==> src/rtl/if_fetch_stage_pkg.sv <==
// Shared types for the instruction-fetch stage.
// FSM state encodings and PC increment.
package if_fetch_stage_pkg;

    typedef enum logic [1:0] {
        S_REQ   = 2'd0,
        S_WAIT  = 2'd1,
        S_STALL = 2'd2
    } fetch_state_e;

    localparam int unsigned PC_INC = 4;

endpackage

==> src/rtl/if_fetch_stage_if.sv <==
// Instruction memory request/response bus.
// master = fetch stage, slave = memory.
interface if_fetch_stage_if #(
    parameter int unsigned ADDR_W = 32,
    parameter int unsigned DATA_W = 32
) ();

    logic              imem_req;
    logic [ADDR_W-1:0] imem_addr;
    logic              imem_ready;
    logic              imem_rvalid;
    logic [DATA_W-1:0] imem_rdata;

    modport master (
        output imem_req,
        output imem_addr,
        input  imem_ready,
        input  imem_rvalid,
        input  imem_rdata
    );

    modport slave (
        input  imem_req,
        input  imem_addr,
        output imem_ready,
        output imem_rvalid,
        output imem_rdata
    );

endinterface

==> src/rtl/if_fetch_stage_skid_buffer.sv <==
// One-entry {pc, instr} holding register used when a
// response arrives while ID is frozen on a valid entry.
module if_skid_buffer #(
    parameter int unsigned ADDR_W = 32,
    parameter int unsigned DATA_W = 32
) (
    input  logic              clk,
    input  logic              rst,
    input  logic              load_i,
    input  logic              drain_i,
    input  logic              clear_i,
    input  logic [ADDR_W-1:0] pc_i,
    input  logic [DATA_W-1:0] instr_i,
    output logic              full_o,
    output logic [ADDR_W-1:0] pc_o,
    output logic [DATA_W-1:0] instr_o
);

    logic              full_q, full_d;
    logic [ADDR_W-1:0] pc_q, pc_d;
    logic [DATA_W-1:0] instr_q, instr_d;

    // Clear beats load, load beats drain.
    always_comb begin
        full_d  = full_q;
        pc_d    = pc_q;
        instr_d = instr_q;
        if (clear_i) begin
            full_d = 1'b0;
        end else if (load_i) begin
            full_d  = 1'b1;
            pc_d    = pc_i;
            instr_d = instr_i;
        end else if (drain_i) begin
            full_d = 1'b0;
        end
    end

    // Entry storage.
    always_ff @(posedge clk) begin
        if (rst) begin
            full_q  <= 1'b0;
            pc_q    <= '0;
            instr_q <= '0;
        end else begin
            full_q  <= full_d;
            pc_q    <= pc_d;
            instr_q <= instr_d;
        end
    end

    assign full_o  = full_q;
    assign pc_o    = pc_q;
    assign instr_o = instr_q;

endmodule

==> src/rtl/if_fetch_stage.sv <==
// Instruction fetch stage with IF/ID register: owns the
// PC, one outstanding imem request, freeze and redirect.
module if_fetch_stage
    import if_fetch_stage_pkg::*;
#(
    parameter int unsigned       ADDR_W   = 32,
    parameter int unsigned       DATA_W   = 32,
    parameter logic [ADDR_W-1:0] RESET_PC = '0
) (
    input  logic                 clk,
    input  logic                 rst,
    input  logic                 freeze,
    input  logic                 branch_taken,
    input  logic [ADDR_W-1:0]    branch_addr,
    if_fetch_stage_if.master     imem,
    output logic [ADDR_W-1:0]    if_pc,
    output logic [DATA_W-1:0]    if_instr,
    output logic                 if_valid
);

    localparam logic [ADDR_W-1:0] INC = ADDR_W'(PC_INC);

    fetch_state_e      state_q, state_d;
    logic [ADDR_W-1:0] pc_q, pc_d;
    logic [ADDR_W-1:0] req_addr_q, req_addr_d;
    logic [ADDR_W-1:0] if_pc_q, if_pc_d;
    logic [DATA_W-1:0] if_instr_q, if_instr_d;
    logic              if_valid_q, if_valid_d;
    logic              stale_q, stale_d;

    logic              hs;
    logic              skid_load, skid_drain, skid_clear;
    logic              skid_full;
    logic [ADDR_W-1:0] skid_pc;
    logic [DATA_W-1:0] skid_instr;

    assign imem.imem_req  = (state_q == S_REQ) && !rst;
    assign imem.imem_addr = pc_q;
    assign hs = imem.imem_req && imem.imem_ready;

    if_skid_buffer #(
        .ADDR_W (ADDR_W),
        .DATA_W (DATA_W)
    ) u_skid (
        .clk     (clk),
        .rst     (rst),
        .load_i  (skid_load),
        .drain_i (skid_drain),
        .clear_i (skid_clear),
        .pc_i    (req_addr_q + INC),
        .instr_i (imem.imem_rdata),
        .full_o  (skid_full),
        .pc_o    (skid_pc),
        .instr_o (skid_instr)
    );

    // Next state, PC and IF/ID; redirect overrides all.
    always_comb begin
        state_d    = state_q;
        pc_d       = pc_q;
        req_addr_d = req_addr_q;
        stale_d    = stale_q;
        if_pc_d    = if_pc_q;
        if_instr_d = if_instr_q;
        if_valid_d = freeze ? if_valid_q : 1'b0;
        skid_load  = 1'b0;
        skid_drain = 1'b0;
        skid_clear = 1'b0;
        unique case (state_q)
            S_REQ: begin
                if (hs) begin
                    pc_d       = pc_q + INC;
                    req_addr_d = pc_q;
                    state_d    = S_WAIT;
                end
            end
            S_WAIT: begin
                if (imem.imem_rvalid) begin
                    state_d = S_REQ;
                    if (stale_q) begin
                        stale_d = 1'b0;
                    end else if (!if_valid_q || !freeze) begin
                        if_instr_d = imem.imem_rdata;
                        if_pc_d    = req_addr_q + INC;
                        if_valid_d = 1'b1;
                    end else begin
                        skid_load = 1'b1;
                        state_d   = S_STALL;
                    end
                end
            end
            S_STALL: begin
                if (!freeze) begin
                    if_pc_d    = skid_pc;
                    if_instr_d = skid_instr;
                    if_valid_d = skid_full;
                    skid_drain = 1'b1;
                    state_d    = S_REQ;
                end
            end
            default: state_d = S_REQ;
        endcase
        if (branch_taken) begin
            pc_d       = branch_addr;
            if_valid_d = 1'b0;
            if_pc_d    = if_pc_q;
            if_instr_d = if_instr_q;
            skid_load  = 1'b0;
            skid_clear = 1'b1;
            state_d    = S_REQ;
            if ((state_q == S_WAIT && !imem.imem_rvalid) ||
                (state_q == S_REQ && hs)) begin
                stale_d = 1'b1;
                state_d = S_WAIT;
            end
        end
    end

    // State, PC and IF/ID registers.
    always_ff @(posedge clk) begin
        if (rst) begin
            state_q    <= S_REQ;
            pc_q       <= RESET_PC;
            req_addr_q <= '0;
            stale_q    <= 1'b0;
            if_pc_q    <= '0;
            if_instr_q <= '0;
            if_valid_q <= 1'b0;
        end else begin
            state_q    <= state_d;
            pc_q       <= pc_d;
            req_addr_q <= req_addr_d;
            stale_q    <= stale_d;
            if_pc_q    <= if_pc_d;
            if_instr_q <= if_instr_d;
            if_valid_q <= if_valid_d;
        end
    end

    assign if_pc    = if_pc_q;
    assign if_instr = if_instr_q;
    assign if_valid = if_valid_q;

endmodule

==> src/flat_wrapper.sv <==
// flat-port wrapper written by rule: the top's interface ports become plain ports
module if_fetch_stage_flat import if_fetch_stage_pkg::*;
#(
    parameter int unsigned       ADDR_W   = 32,
    parameter int unsigned       DATA_W   = 32,
    parameter logic [ADDR_W-1:0] RESET_PC = '0
)
  (clk, rst, freeze, branch_taken, branch_addr, if_pc, if_instr, if_valid, imem_imem_req, imem_imem_addr, imem_imem_ready, imem_imem_rvalid, imem_imem_rdata);
  if_fetch_stage_if #(.ADDR_W(ADDR_W), .DATA_W(DATA_W)) imem_i ();
  input  logic clk;
  input  logic rst;
  input  logic freeze;
  input  logic branch_taken;
  input  logic [ADDR_W-1:0] branch_addr;
  output logic [ADDR_W-1:0] if_pc;
  output logic [DATA_W-1:0] if_instr;
  output logic if_valid;
  output wire logic [$bits(imem_i.imem_req)-1:0] imem_imem_req;
  output wire logic [$bits(imem_i.imem_addr)-1:0] imem_imem_addr;
  input wire logic [$bits(imem_i.imem_ready)-1:0] imem_imem_ready;
  input wire logic [$bits(imem_i.imem_rvalid)-1:0] imem_imem_rvalid;
  input wire logic [$bits(imem_i.imem_rdata)-1:0] imem_imem_rdata;
  assign imem_imem_req = imem_i.imem_req;
  assign imem_imem_addr = imem_i.imem_addr;
  assign imem_i.imem_ready = imem_imem_ready;
  assign imem_i.imem_rvalid = imem_imem_rvalid;
  assign imem_i.imem_rdata = imem_imem_rdata;
  if_fetch_stage #(.ADDR_W(ADDR_W), .DATA_W(DATA_W), .RESET_PC(RESET_PC)) u_core (.clk(clk), .rst(rst), .freeze(freeze), .branch_taken(branch_taken), .branch_addr(branch_addr), .imem(imem_i), .if_pc(if_pc), .if_instr(if_instr), .if_valid(if_valid));
endmodule
==> config.mk <==
export PLATFORM = sky130hd
export DESIGN_NAME = if_fetch_stage_flat
export DESIGN_NICKNAME = d
export VERILOG_FILES = /design/src/rtl/if_fetch_stage_pkg.sv /design/src/rtl/if_fetch_stage_if.sv /design/src/rtl/if_fetch_stage_skid_buffer.sv /design/src/rtl/if_fetch_stage.sv /design/src/flat_wrapper.sv
export SDC_FILE = /design/constraint.sdc
export NUM_CORES = 1
export LEC_CHECK = 0
export BUFFER_PORTS_ARGS = -buffer_cell sky130_fd_sc_hd__buf_2
export CAP_MARGIN = 10
export CELL_PAD_IN_SITES_DETAIL_PLACEMENT = 1
export CELL_PAD_IN_SITES_GLOBAL_PLACEMENT = 1
export CORE_ASPECT_RATIO = 1.1
export CORE_MARGIN = 2
export CORE_UTILIZATION = 37
export CTS_CLUSTER_SIZE = 10
export DETAILED_ROUTE_END_ITERATION = 6
export GPL_TIMING_DRIVEN = 0
export PLACE_DENSITY = 0.85
export SKIP_LAST_GASP = 1
export SYNTH_ARGS = -nofsm -noshare
export SYNTH_HDL_FRONTEND = slang
export SYNTH_SLANG_ARGS = --single-unit
==> constraint.sdc <==
create_clock -name clk -period 5.3 [get_ports clk]
set_input_delay 0.265 -clock clk [delete_from_list [all_inputs] [get_ports clk]]
set_output_delay 0.265 -clock clk [all_outputs]
set_load 0.01 [all_outputs]
==> flow_metrics.tcl, run 1 <==
set metrics [dict create \
    synthArstFlopShare_pct 0 \
    cts_hold_buf 0 \
    wire_per_inst_um 18.3 \
    firstDrtPassIters 4 \
    place_congestion 0.891 \
    grt_pass1_wl_um 45700 \
    min_period_ns 2.86 \
    design_area_um2 10600 \
    post_cts_resized 0 \
    grt_max_degree 18 \
    fillers 2892 \
    core_um2 23500 \
    hold_violations 0 \
    yosys_warnings 0 \
    hp-class "in -> reg" \
    postRouteAntennaNets 0 \
    power_density_nw_per_um2 297 \
    outcome "completed" \
    grt_usage_pct 23.0 \
    path_class "reg -> reg" \
    pre_cts_slack_ns 2.44 \
    synth_fp_nets 1142 \
    min_from "branch_addr[11]" \
    rsz0062_at_grt "false" \
    port_buffers 165 \
    die_h_um 166 \
    period_share_pct 53.9 \
    hold_end "u_core.imem.imem_addr[11]" \
    fin_nets 1326 \
    insertion_delay_ns 0.45 \
    reg2reg_from "u_core.state_q[0]" \
    ios 168 \
    numCtsBuffers 17 \
    path_max_fanout 10 \
    placed_area_um2 10000 \
    grt_antenna_before_repair 0 \
    synth_edf_count 0 \
    cellLeakagePower_nw 3.73 \
    end_kind "flip-flop" \
    start_util_pct 37.4 \
    whs_ns 0.0535 \
    via_per_inst 5.45 \
    critPathLaunchType "flip-flop" \
    r2r_cells 10 \
    cts_sinks 197 \
    ys_ff_latch 197 \
    worstPathArrival_ns 3.22 \
    power_mw 3.14 \
    grt_pass1_vias 8720 \
    peakVddDrop_mv 0.187 \
    root_buffer "clkbuf_16" \
    wl_um 28700 \
    synth-seq-area-share_pct 44.7 \
    maxSlewViolCount 0 \
    dieArea_um2 25100 \
    drive_above_1_share_pct 17.8 \
    cp_data_required_time_ns 5.66 \
    fin_tns_setup_ns 0 \
    grt-ovfl-total 0 \
    areaGrowthSynthToFinish_pct 20.0 \
    drtIter0Drc 413 \
    htree_num_levels 4 \
    hpwl_um 21600 \
    r2r_slack_ns 2.44 \
    holdPathStages 2 \
    die_w_um 151 \
    path_clk_slew_ns 0.07 \
    synth_area_um2 8810 \
    netlist_instances 1066 \
    antenna_cells 0 \
    synth_cell_types 55 \
    row_count 59 \
    final-setup-viol-count 0 \
    skew_ns 0.0106 \
    drc_errors 0 \
    cts_tree "yes" \
    layout_setup_ws_ns 2.44 \
    drv_cap 0 \
    r2r_end "u_core.if_pc[21]" \
    max_freq_mhz 350 \
    worst_pin_slew_ns 0.868 \
    postCtsSetupBuffers 0 \
    relSlewSlack_pct 41.7 \
    num_vias 8539 \
    clock_path_buffers 2 \
    synth_ff_type "dfxtp_1" \
    avgSynthCellArea_um2 8.27 \
]
worst max-delay path by stage:
stage | startpoint | end
2_1_floorplan | u_core.state_q[0] | u_core.if_instr[10]
3_3_place_gp | u_core.state_q[0] | u_core.if_instr[29]
3_5_place_dp | u_core.state_q[0] | u_core.if_pc[21]
4_1_cts | u_core.state_q[0] | u_core.if_pc[21]
5_1_grt | u_core.state_q[0] | u_core.if_pc[17]
6_report | u_core.state_q[0] | u_core.if_pc[21]
cell families (layout without fill, tap and decap cells):
kind of cell,after synthesis,in the layout,synth area share (%)
buffers and inverters,93,290,4.73
AOI/OAI and AO/OA,237,237,17.3
xor gates and xnor gates,48,48,4.77
muxes,38,38,4.32
and+or+nand+nor,447,447,23.3
DFF,197,197,44.7
adders and majority gates,6,6,0.852
cells in the final DEF (no fill, tap or decap), types with 10 or more instances in the layout:
master and n:
nand2_1 208, dfxtp_1 197, buf_2 173, a21oi_1 104
nor2_1 96, a211oi_1 72, clkbuf_1 65, mux2i_1 38
xnor2_1 36, nand4_1 30, nand3_1 23, nor3_1 19
clkbuf_16 17, and3_1 14, xor2_1 12, nor4_1 11
nand2b_1 10, o221ai_1 10
worst max-delay path, stage by stage, from the launching register on:
cell,delay [ns]
dfxtp_1,0.33
inv_1,0.11
ha_1,0.15
buf_2,0.22
nor2_1,0.09
a211o_1,0.28
buf_2,0.18
nor3_1,0.68
nand2_1,0.22
clkbuf_1,0.28
o221ai_1,0.24
report_power, final:
| group | internal, mW | switching [mW] | leakage [nW] | total, mW |
|---|---|---|---|---|
| logic | 0.120 | 0.202 | 1.87 | 0.322 |
| clock network | 0.630 | 0.610 | 0.258 | 1.24 |
| registers | 1.53 | 0.0538 | 1.60 | 1.58 |
| total | 2.28 | 0.866 | 3.73 | 3.14 |
routing by layer:
layer / track usage, % / wire (um) / part of all wire (%) / vias to the layer above
met1: 29.6 / 12800 / 44 / 4126
met4: 7.52 / 692 / 2.4 / 0
met5: 0 / 0 / 0 / -
li1: - / - / - / 4115
met2: 39.2 / 13700 / 48 / 250
met3: 3.68 / 1480 / 5.2 / 48
area by class of cell:
class | instances | area, um^2 | area share (%)
clock inverters | 13 | 100 | 0.947
clock buffers | 19 | 453 | 4.28
multi-input cells | 776 | 4450 | 42.1
repair buffers | 165 | 826 | 7.81
well taps | 305 | 382 | 3.61
plain buffers | 84 | 383 | 3.62
flip-flops and latches | 197 | 3940 | 37.3
inverters | 9 | 33.8 | 0.319
state kept, by name, summed over array words and instances (netlist names):
| name | flops |
|---|---|
| u_core.if_instr | 32 |
| u_core.if_pc | 32 |
| u_core.imem.imem_addr | 32 |
| u_core.req_addr_q | 32 |
| u_core.u_skid.instr_o | 32 |
| u_core.u_skid.pc_o | 32 |
| u_core.state_q | 2 |
| u_core.if_valid | 1 |
| u_core.stale_q | 1 |
| u_core.u_skid.full_o | 1 |
synth_stat cells (10+ instances only):
master / instances / area [um^2]
o221ai_1: 10 / 87.6
nor2_1: 96 / 360
nor3_1: 19 / 95.1
xor2_1: 12 / 105
nand2_1: 208 / 781
mux2i_1: 38 / 380
and3_1: 14 / 87.6
nand4_1: 30 / 188
clkbuf_1: 65 / 244
a211oi_1: 72 / 541
dfxtp_1: 197 / 3940
xnor2_1: 36 / 315
nor4_1: 11 / 68.8
a21oi_1: 104 / 521
nand3_1: 23 / 115
nand2b_1: 10 / 62.6
stage by stage:
| step | util [%] | instances |
|---|---|---|
| 6_report | 44.9 | 1568 |
| 5_1_grt | 44.9 | 1568 |
| 4_1_cts | 44.9 | 1568 |
| 3_5_place_dp | 42.6 | 1536 |
| 3_3_place_gp | 42.6 | 1536 |
| 2_1_floorplan | - | 1066 |
(Power assumes the default switching activity.)
==> inputs of run 2 (changes only) <==
--- a/config.mk
+++ b/config.mk
@@ -15,7 +15,7 @@
 export CTS_CLUSTER_SIZE = 10
 export DETAILED_ROUTE_END_ITERATION = 6
 export GPL_TIMING_DRIVEN = 0
-export PLACE_DENSITY = 0.85
+export PLACE_DENSITY = 0.88
 export SKIP_LAST_GASP = 1
 export SYNTH_ARGS = -nofsm -noshare
 export SYNTH_HDL_FRONTEND = slang
==> constraint.sdc (replaced) <==
create_clock -name clk -period 2.35 [get_ports clk]
set_input_delay 0.1175 -clock clk [delete_from_list [all_inputs] [get_ports clk]]
set_output_delay 0.1175 -clock clk [all_outputs]
set_load 0.01 [all_outputs]
==> run 2 against run 1 <==
  * Sequential share of layout area shrank 2.4 points
  * Die area is the same
  * Utilization rose by 3.2 points
  * First-iteration DRC count grew 13%
  * Largest cell class unchanged
  * Clock power increased by 140%
  * Highest routed layer unchanged
==> flow_metrics.tcl, run 2 (same netlist as run 1, synthesis figures left out) <==
set metrics [dict create \
    path_max_fanout 10 \
    cellLeakagePower_nw 4.12 \
    path_class "reg -> reg" \
    max_freq_mhz 446 \
    finalCoreUtilization_pct 48.1 \
    areaGrowthSynthToFinish_pct 28.4 \
    grt_max_degree 17 \
    critPathMostFrequentCell "buf_4" \
    r2r_slack_ns 0.11 \
    peakVddDrop_mv 0.426 \
    postRouteAntennaNets 0 \
    insertion_delay_ns 0.44 \
    hpwl_um 22300 \
    hp-class "in -> reg" \
    cp_slowest_cell "dfxtp_2" \
    cpPeakStageDelay_ns 0.34 \
    skew_ns 0.00644 \
    numCtsBuffers 17 \
    wl_um 30800 \
    grt_pass1_vias 9237 \
    p_switching_mw 1.95 \
    start_util_pct 37.4 \
    hold_violations 0 \
    core_um2 23500 \
    layout_commonest_cell "nand2_1" \
    outcome "completed" \
    die_w_um 151 \
    whs_ns 0.00686 \
    drtIter0Drc 467 \
    fin_nets 1383 \
    critPathLaunchType "flip-flop" \
    relSlewSlack_pct 45.8 \
    maxSlewViolCount 0 \
    dieArea_um2 25100 \
    cp_cell_sequence "inv_2 -> ha_1 -> buf_4 -> nor2_1 -> a211o_1 -> buf_4 -> or2_2 -> buf_2 -> buf_4 -> nand2_1 -> a21oi_1" \
    rsz0062_at_grt "true" \
    port_buffers 165 \
    cp_data_required_time_ns 2.64 \
    period_share_pct 95.5 \
    via_per_inst 5.49 \
    fillers 2816 \
    htree_num_levels 4 \
    pwr-share-comb_pct 11.3 \
    power_density_nw_per_um2 658 \
    final-setup-viol-count 0 \
    worst_pin_slew_ns 0.813 \
    grt_pass1_wl_um 48200 \
    wire_per_inst_um 19.0 \
    pwr-share-seq_pct 48.1 \
    row_count 59 \
    cts_sinks 197 \
    end_kind "flip-flop" \
    cts_tree "yes" \
    path_clk_slew_ns 0.07 \
    netSwitchingFraction_pct 26.2 \
    grt_antenna_before_repair 1 \
    fin_tns_setup_ns 0 \
    firstDrtPassIters 5 \
    grt-ovfl-total 0 \
    num_vias 8917 \
    grt_usage_pct 24.3 \
    layout_common_cells "208 x nand2_1, 195 x dfxtp_1, 173 x buf_2" \
    drc_errors 0 \
    pwr-share-clk_pct 40.7 \
    die_h_um 166 \
    p_int_mw 5.49 \
    place_congestion 0.873 \
    ios 168 \
    min_period_ns 2.24 \
    drv_cap 0 \
    root_buffer "clkbuf_16" \
    drive_above_1_share_pct 20.1 \
    clock_path_buffers 2 \
    worstPathArrival_ns 2.54 \
]
[run 2: per-stage QoR]
stage	std cells	power (mW)	setup slack, ns	area, um^2
floorplan	1066	4.03	0.251	8810
global placement	1536	4.34	-0.391	10000
detailed placement	1536	4.37	-0.501	10000
CTS	1622	7.45	0.0127	11300
global route	1623	7.69	-0.0317	11300
finish	1624	7.44	0.107	11300
[run 2: final cells by class]
class	count	area [um^2]	share of cell area, %
buffer	82	437	3.86
inverter	9	33.8	0.298
clock buffer	18	439	3.88
sequential	197	3950	34.9
tap	305	382	3.37
timing repair buffer	224	1410	12.4
multi-input combinational	776	4520	39.9
antenna	1	2.50	0.0221
clock inverter	12	155	1.37
[run 2: worst paths after layout]
| path | start | end | cells past startpoint |
|---|---|---|---|
| worst min-delay path | branch_addr[20] | u_core.imem.imem_addr[20] | 3 |
| worst max register to register | u_core.state_q[0] | u_core.if_pc[7] | 11 |
| worst min register to register | u_core.if_pc[13] | u_core.if_pc[13] | 2 |
| worst max-delay path | u_core.state_q[0] | u_core.if_pc[7] | 11 |
[run 2: per-layer routing]
layer  routed length [um]  track usage [%]
met2                15400             42.4
met4                  901             9.59
met1                13000             29.5
met3                 1530             4.31
met5                    0                0
[run 2: power by group through the flow]
| stage | sequential (mW) | combinational, mW | clock, mW |
|---|---|---|---|
| floorplan | 3.66 | 0.378 | 0 |
| global placement | 3.64 | 0.700 | 0 |
| global route | 3.59 | 0.916 | 3.19 |
| detailed placement | 3.65 | 0.725 | 0 |
| CTS | 3.57 | 0.821 | 3.06 |
| finish | 3.58 | 0.840 | 3.03 |
[run 2: critical path, delay by kind of cell, from the launching register on]
kind	cells	cell delay, ns
AO/OA/AOI/OAI	2	0.34
flip-flops	1	0.34
AND/OR/NAND/NOR	3	0.43
buffers and inverters	5	0.84
adder cells (fa/ha/maj)	1	0.15
[run 2: repair_timing]
item                                    in CTS  in global routing
gates resized for setup                     33                 37
hold buffers                                56                  0
endpoints found under the setup margin     141                157
pin swaps                                    1                  1
hold endpoints to repair                    56                  0
buffers inserted                             1                  2
